File: src/rtl/vrased_reset_ctrl_pkg.sv
// Shared types and constants for the VRASED reset controller.
package vrased_pkg;

    localparam int VIOL_W = 6;

    // Bit positions of the monitor strobes within the viol vector
    localparam int V_XSTACK  = 0;
    localparam int V_AC      = 1;
    localparam int V_ATOM    = 2;
    localparam int V_DMA_AC  = 3;
    localparam int V_DMA_DET = 4;
    localparam int V_DMA_XS  = 5;

    typedef enum logic [1:0] {
        IDLE    = 2'd0,
        ASSERT  = 2'd1,
        WAIT_PC = 2'd2
    } state_t;

endpackage

File: src/rtl/vrased_sat_counter.sv
// Saturating up-counter: counts inc pulses and sticks at all-ones.
module vrased_sat_counter #(
    parameter int WIDTH = 8
) (
    input  logic             clk,
    input  logic             rst,
    input  logic             inc,
    output logic [WIDTH-1:0] count
);

    // Increment on request unless already saturated
    always_ff @(posedge clk or posedge rst) begin
        if (rst)
            count <= '0;
        else if (inc && (count != {WIDTH{1'b1}}))
            count <= count + 1'b1;
    end

endmodule

File: src/rtl/vrased_reset_ctrl.sv
// Collects VRASED monitor violation strobes into a stretched core reset,
// keeps a sticky cause bitmap and a saturating episode count, and waits
// for the core to fetch from the reset handler before re-arming.
module vrased_reset_ctrl
    import vrased_pkg::*;
#(
    parameter logic [15:0] RESET_HANDLER = 16'h0000,
    parameter int          HOLD_CYCLES   = 8,
    parameter int          CNT_W         = 8
) (
    input  logic              clk,
    input  logic              rst,
    input  logic [VIOL_W-1:0] viol,
    input  logic [15:0]       pc,
    input  logic              cause_clr,
    output logic              sys_reset,
    output logic [VIOL_W-1:0] cause,
    output logic              cause_valid,
    output logic [CNT_W-1:0]  viol_cnt,
    output logic              busy
);

    // A single-cycle hold still needs a 1-bit counter
    localparam int HOLD_W = (HOLD_CYCLES > 1) ? $clog2(HOLD_CYCLES) : 1;
    localparam logic [HOLD_W-1:0] HOLD_INIT = HOLD_W'(HOLD_CYCLES - 1);

    state_t            state, next_state;
    logic [HOLD_W-1:0] hold, hold_nxt;
    logic              any_v;
    logic              episode;
    logic [VIOL_W-1:0] cause_nxt;

    assign any_v = |viol;

    // Next-state, hold-counter and episode-start decode
    always_comb begin
        next_state = state;
        hold_nxt   = hold;
        episode    = 1'b0;
        case (state)
            IDLE: begin
                if (any_v) begin
                    next_state = ASSERT;
                    hold_nxt   = HOLD_INIT;
                    episode    = 1'b1;
                end
            end
            ASSERT: begin
                // A fresh violation restarts the stretch but is the same episode
                if (any_v)
                    hold_nxt = HOLD_INIT;
                else if (hold == '0)
                    next_state = WAIT_PC;
                else
                    hold_nxt = hold - 1'b1;
            end
            WAIT_PC: begin
                // Violation outranks the handler fetch seen in the same cycle
                if (any_v) begin
                    next_state = ASSERT;
                    hold_nxt   = HOLD_INIT;
                    episode    = 1'b1;
                end else if (pc == RESET_HANDLER) begin
                    next_state = IDLE;
                end
            end
            default: begin
                next_state = IDLE;
                hold_nxt   = '0;
            end
        endcase
    end

    // Clear drops old bits, but bits arriving in the same cycle survive
    always_comb begin
        cause_nxt = (cause_clr ? '0 : cause) | viol;
    end

    // State, hold counter and registered outputs
    always_ff @(posedge clk or posedge rst) begin
        if (rst) begin
            state       <= IDLE;
            hold        <= '0;
            sys_reset   <= 1'b0;
            cause       <= '0;
            cause_valid <= 1'b0;
        end else begin
            state       <= next_state;
            hold        <= hold_nxt;
            sys_reset   <= (next_state == ASSERT);
            cause       <= cause_nxt;
            cause_valid <= |cause_nxt;
        end
    end

    assign busy = (state != IDLE);

    vrased_sat_counter #(
        .WIDTH (CNT_W)
    ) u_viol_cnt (
        .clk   (clk),
        .rst   (rst),
        .inc   (episode),
        .count (viol_cnt)
    );

endmodule
File: config.mk
export PLATFORM = sky130hd
export DESIGN_NAME = vrased_reset_ctrl
export DESIGN_NICKNAME = d
export VERILOG_FILES = /design/src/rtl/vrased_reset_ctrl_pkg.sv /design/src/rtl/vrased_sat_counter.sv /design/src/rtl/vrased_reset_ctrl.sv
export SDC_FILE = /design/constraint.sdc
export NUM_CORES = 1
export LEC_CHECK = 0
export BUFFER_PORTS_ARGS = -buffer_cell sky130_fd_sc_hd__buf_2
export CORE_ASPECT_RATIO = 0.9
export CORE_UTILIZATION = 30
export DETAILED_ROUTE_END_ITERATION = 7
export HOLD_SLACK_MARGIN = 0.1
export PLACE_DENSITY = 0.52
export SLEW_MARGIN = 20
export SYNTH_ARGS = -nofsm -noshare
export SYNTH_HDL_FRONTEND = slang
export SYNTH_SLANG_ARGS = --single-unit
File: constraint.sdc
create_clock -name clk -period 1.37 [get_ports clk]
set_input_delay 0.274 -clock clk [delete_from_list [all_inputs] [get_ports clk]]
set_output_delay 0.274 -clock clk [all_outputs]
set_load 0.005 [all_outputs]
==> flow_summary.toml, run 1 <==
[status]
outcome = "finished with violations"
violations = "setup timing"

[synth]
synth_warnings = 0
ys_async_sr_fraction_pct = 100
ys_types = 35
synth_edf_count = 0
synth_nets = 118
ys_ff_latch = 21
synthCells = 90
ys.flop_type = "dfrtp_1"
ys_seq_area_share_pct = 53.0
synth.cell_area_um2 = 992
synth_area_per_cell_um2 = 11.0

[die]
floorplan.initialDensity_pct = 32.1
core-area_um2 = 3090
rows = 19
die_h_um = 56.6
die_w_um = 62.6
die-area_um2 = 3540
io_pins = 42

[sta]
setup_violations = 2
skew_ns = 0.00347
slew_headroom_pct = 82.6
fmaxAchievable_ghz = 0.667
worst_slew_pin_slew_ns = 0.259
slew_viol_final = 0
fin_ws_ns = -0.129
hold_viol_final = 0
period_needed_ns = 1.50
rsz0062_at_grt = "true"
period_share_pct = 109
setup_tns_ns = -0.208

[detailed_routing]
first_iter_violations = 39
drt-vias-per-instance = 4.74
first_pass_iters = 4
route.detailed.drc = 0
drt_wl_total_mm = 2.34
routedWlPerCell_um = 12.0
ant_nets = 0
num_vias = 925

[setup_path]
worstSetupPathType = "flip-flop to flip-flop"
cpPeakStageDelay_ns = 0.52
critical_path_required_ns = 1.56
critPathSlowestCell = "or4_1"
critPathArrivalTime_ns = 1.69
worst_setup_path_end_kind = "flip-flop"
path_cells = "a21o_1, or4_1, or3_1"
startpoint_type = "flip-flop"
crit_fanout = 2

[cts]
path_clk_slew_ns = 0.12
cts_buffers = 3
clk_latency_ns = 0.30
tritoncts = "built"
cts_max_path_buffers = 2
cts_max_level = 1
cts.sinks = 21
root_buffer = "clkbuf_4"

[power]
power_density_nw_per_um2 = 703
totalPowerFinal_w = 0.00104
leakagePower_nw = 0.736
irDropWorstVdd_mv = 0.450

[place]
portBuffers = 41
gp_congestion = 0.781
pre_cts_slack_ns = -0.189
place_hpwl_mm = 1.82
dp_cells = 188

[global_routing]
antenna_found_initial = 0
grt_pass1_wl_mm = 3.98
grt_pass1_vias = 959
grt_max_degree = 22
track_usage_pct = 14.0
overflow = 0

[finish]
final_core_util_pct = 47.8
num-nets-final = 182
layout_common_cells = "buf_2, dfrtp_1, buf_4, nor2_1"
drive_gt1_share_pct = 52.3
areaGrowthSynthToFinish_pct = 48.8
final_common_cell = "buf_2"
antenna_cells = 0
layoutNonFillerInstCount = 195

[min_path]
hold_class = "input port to flip-flop"

[run]
maxCapViolCount = 0
cell families after synthesis:
family	after synthesis	share of synthesized area, %
adders and majority gates	3	3.78
DFF	21	53.0
buffers and inverters	6	2.27
muxes	2	2.27
and+or+nand+nor	35	20.4
xor gates and xnor gates	5	4.41
AOI/OAI and AO/OA	18	13.9
cell usage after synthesis, types with 2 or more instances:
master	count	area, um^2
a21o_1	2	15.0
a21o_2	4	35.0
a21oi_1	2	10.0
a22oi_1	2	15.0
a2bb2oi_1	2	17.5
a31o_2	2	17.5
a31oi_1	2	12.5
and3_1	3	18.8
clkbuf_1	2	7.51
dfrtp_1	21	526
ha_1	3	37.5
inv_1	3	11.3
mux2_2	2	22.5
nand2_1	3	11.3
nand2b_1	2	12.5
nand3_1	4	20.0
nand4_1	2	12.5
nor2_1	6	22.5
nor4_1	4	25.0
xnor2_1	4	35.0
report_power, final:
| group | switching (W) | internal, W | total [W] | leakage [nW] |
|---|---|---|---|---|
| clock network | 0.000185 | 0.000113 | 0.000299 | 0.0150 |
| logic | 0.0000453 | 0.0000568 | 0.000102 | 0.478 |
| registers | 0.00000583 | 0.000632 | 0.000638 | 0.243 |
through the flow:
step / hold WS, ns / instance area [um^2]
floorplan: 0.251 / 997
detailed placement: 0.319 / 1380
global route: 0.160 / 1480
finish: 0.175 / 1480
CTS: 0.163 / 1440
global placement: 0.318 / 1380
path summary, 6_finish.rpt:
path                       slack, ns          startpoint                               to  cells past startpoint
min in group asynchronous       0.53                 rst               cause[5]$_DFF_PP0_                      4
max in group asynchronous       0.62                 rst  u_viol_cnt.count[2]$_DFFE_PP0P_                      4
hold / removal                  0.17             viol[5]               cause[5]$_DFF_PP0_                      2
setup / recovery               -0.13  cause[2]$_DFF_PP0_            cause_valid$_DFF_PP0_                      3
setup reg to reg               -0.13  cause[2]$_DFF_PP0_            cause_valid$_DFF_PP0_                      3
hold reg to reg                 0.51  cause[0]$_DFF_PP0_               cause[0]$_DFF_PP0_                      1
critical path: cells and delay by family (launching register included):
kind	cells	cell delay, ns
and+or+nand+nor	2	0.83
DFF	1	0.39
AOI/OAI and AO/OA	1	0.16
sequential cells by signal, indices dropped and copies added, names as in the netlist:
| name | cells |
|---|---|
| cause | 6 |
| cause_valid | 1 |
| sys_reset | 1 |
| hold | 3 |
| state | 2 |
| u_viol_cnt.count | 8 |
routing by layer:
metal	vias to the layer above	wire (um)	track usage (%)
met4	0	10	1.99
li1	460	-	-
met3	2	51	3.86
met1	453	1030	15.7
met2	10	1240	26.7
met5	-	0	0
what timing repair did:
item,4_1_cts,5_1_grt
setup endpoints to repair,2,5
hold buffers,1,0
pin swaps,0,5
hold endpoints to repair,21,0
setup buffers,2,1
resized for setup,3,7
layout make-up:
type / count / area (um^2)
fillers: 297 / 1610
well taps: 42 / 52.6
multi-input cells: 63 / 489
clock buffers: 4 / 26.3
inverters: 4 / 15.0
repair buffers: 61 / 368
flip-flops and latches: 21 / 526
Note: power is estimated with default switching activity, not from simulation.
==> inputs of run 2 (changes only) <==
- RECOVER_POWER: unset -> 50
==> run 2 against run 1 <==
  * The run still ends with setup timing left
  * Core utilization fell by 0.081 points
  * Non-clock buffer count unchanged
  * Sequential cell count stayed put
  * Highest routed layer unchanged
  * Maximum frequency hardly changed
  * Critical path type unchanged
  * Cell area fell by 0.17%
  * Setup slack is essentially flat
  * Power is 0.12% lower
  * Largest cell class unchanged
  * Critical path depth stayed put
  * Via count decreased by 0.22%
  * Sequential power is essentially flat
  * First-iteration DRC count is the same
==> flow_summary.toml, run 2 (synthesis gave the netlist of run 1 again) <==
[detailed_routing]
first_iter_violations = 39
first_pass_iters = 4
route.detailed.drc = 0
ant_nets = 0
drt-vias-per-instance = 4.73
num_vias = 923
drt_wl_total_mm = 2.33
routedWlPerCell_um = 12.0

[cts]
tritoncts = "built"
clk_latency_ns = 0.30
cts_max_path_buffers = 2
cts_buffers = 3
root_buffer = "clkbuf_4"
path_clk_slew_ns = 0.12
cts.sinks = 21
cts_max_level = 1

[sta]
fmaxAchievable_ghz = 0.667
rsz0062_at_grt = "true"
period_share_pct = 109
skew_ns = 0.00344
hold_viol_final = 0
fin_hold_ws_ns = 0.175
worst_slew_pin_slew_ns = 0.523
fin_ws_ns = -0.129
slew_viol_final = 0
period_needed_ns = 1.50
slew_headroom_pct = 65.2
setup_violations = 2

[global_routing]
overflow = 0
grt_max_degree = 22
antenna_found_initial = 0
track_usage_pct = 14.0
grt_pass1_wl_mm = 3.98
grt_pass1_vias = 959

[power]
intPower_w = 0.000801
pwr-share-comb_pct = 9.7
leakagePower_nw = 0.735
irDropWorstVdd_mv = 0.449
pwr-share-clk_pct = 28.8
swShare_pct = 22.8
power_density_nw_per_um2 = 704
seqPwrFrac_pct = 61.5
power.net_switching_w = 0.000236

[finish]
drive_gt1_share_pct = 52.3
final_core_util_pct = 47.7
final.fill_count = 298
num-nets-final = 182
antenna_cells = 0
areaGrowthSynthToFinish_pct = 48.5
largest_reg_flops = 8
top_register = "u_viol_cnt.count"
layout_common_cells = "buf_2, dfrtp_1, buf_4, nor2_1"
top_regs = "u_viol_cnt.count (8), cause (6), hold (3)"
final_common_cell = "buf_2"

[die]
core-area_um2 = 3090
die_h_um = 56.6
io_pins = 42
die_w_um = 62.6
rows = 19
die-area_um2 = 3540
floorplan.initialDensity_pct = 32.1

[setup_path]
path_cells = "a21o_1, or4_1, or3_1"
cpPeakStageDelay_ns = 0.52
worst_setup_path_end_kind = "flip-flop"
crit_fanout = 2
crit_buf_inv = 0
critPathArrivalTime_ns = 1.69
critPathSlowestCell = "or4_1"
startpoint_type = "flip-flop"
critical_path_required_ns = 1.56
crit_family = "simple AND/OR/NAND/NOR gates"
worstSetupPathType = "flip-flop to flip-flop"

[min_path]
hold_class = "input port to flip-flop"

[status]
outcome = "finished with violations"
violations = "setup timing"

[run]
maxCapViolCount = 0

[place]
gp_congestion = 0.781
place_hpwl_mm = 1.82
portBuffers = 41
## run 2: changes by cell type in the layout (fill, tap and decap cells not counted), sizes merged
cell    delta
buf        -2
clkbuf     +2
## run 2: worst paths after layout
check                                    from                              end  slack [ns]  cells past startpoint
min reg2reg                cause[0]$_DFF_PP0_               cause[0]$_DFF_PP0_        0.51                      1
max reg2reg                cause[2]$_DFF_PP0_            cause_valid$_DFF_PP0_       -0.13                      3
min                                   viol[5]               cause[5]$_DFF_PP0_        0.17                      2
max                        cause[2]$_DFF_PP0_            cause_valid$_DFF_PP0_       -0.13                      3
max in group asynchronous                 rst  u_viol_cnt.count[2]$_DFFE_PP0P_        0.40                      4
min in group asynchronous                 rst               cause[5]$_DFF_PP0_        0.62                      4
## run 2: repair_timing
action	CTS	global route
hold endpoints to repair	21	0
setup endpoints to repair	2	5
resized for setup	3	7
pin swaps	0	5
hold buffers	1	0
buffers inserted	2	1
## run 2: cell type report
cell class	instances	area, um^2	share of cell area, %
flip-flops and latches	21	526	35.7
multi-input cells	63	489	33.2
repair buffers	61	365	24.8
well taps	42	52.6	3.57
clock buffers	4	26.3	1.78
inverters	4	15.0	1.02
## run 2: per-layer routing
metal  vias up  track usage [%]  share of wire (%)
li1        460                -                  -
met1       451             15.7                 44
met2        10             26.7                 53
met3         2             3.86                2.2
met4         0             1.99               0.43
met5         -                0                  0
## run 2: metrics by stage
stage | cell area (um^2) | power (W) | setup TNS [ns] | std cells | setup WS (ns)
CTS | 1440 | 0.00106 | -0.217 | 195 | -0.135
finish | 1470 | 0.00104 | -0.208 | 195 | -0.129
detailed placement | 1380 | 0.000749 | -0.232 | 188 | -0.189
global placement | 1380 | 0.000747 | -0.180 | 188 | -0.152
global route | 1470 | 0.00110 | -0.300 | 195 | -0.163
floorplan | 997 | 0.000683 | -0.0739 | 90 | -0.0710
## run 2: power groups by stage
| stage | Clock (W) | Combinational, W | Sequential [W] |
|---|---|---|---|
| 6_report | 0.000299 | 0.000101 | 0.000638 |
| 3_3_place_gp | 0 | 0.0000974 | 0.000650 |
| 4_1_cts | 0.000317 | 0.000104 | 0.000638 |
| 3_5_place_dp | 0 | 0.0000989 | 0.000650 |
| 2_1_floorplan | 0 | 0.0000314 | 0.000651 |
| 5_1_grt | 0.000343 | 0.000114 | 0.000640 |
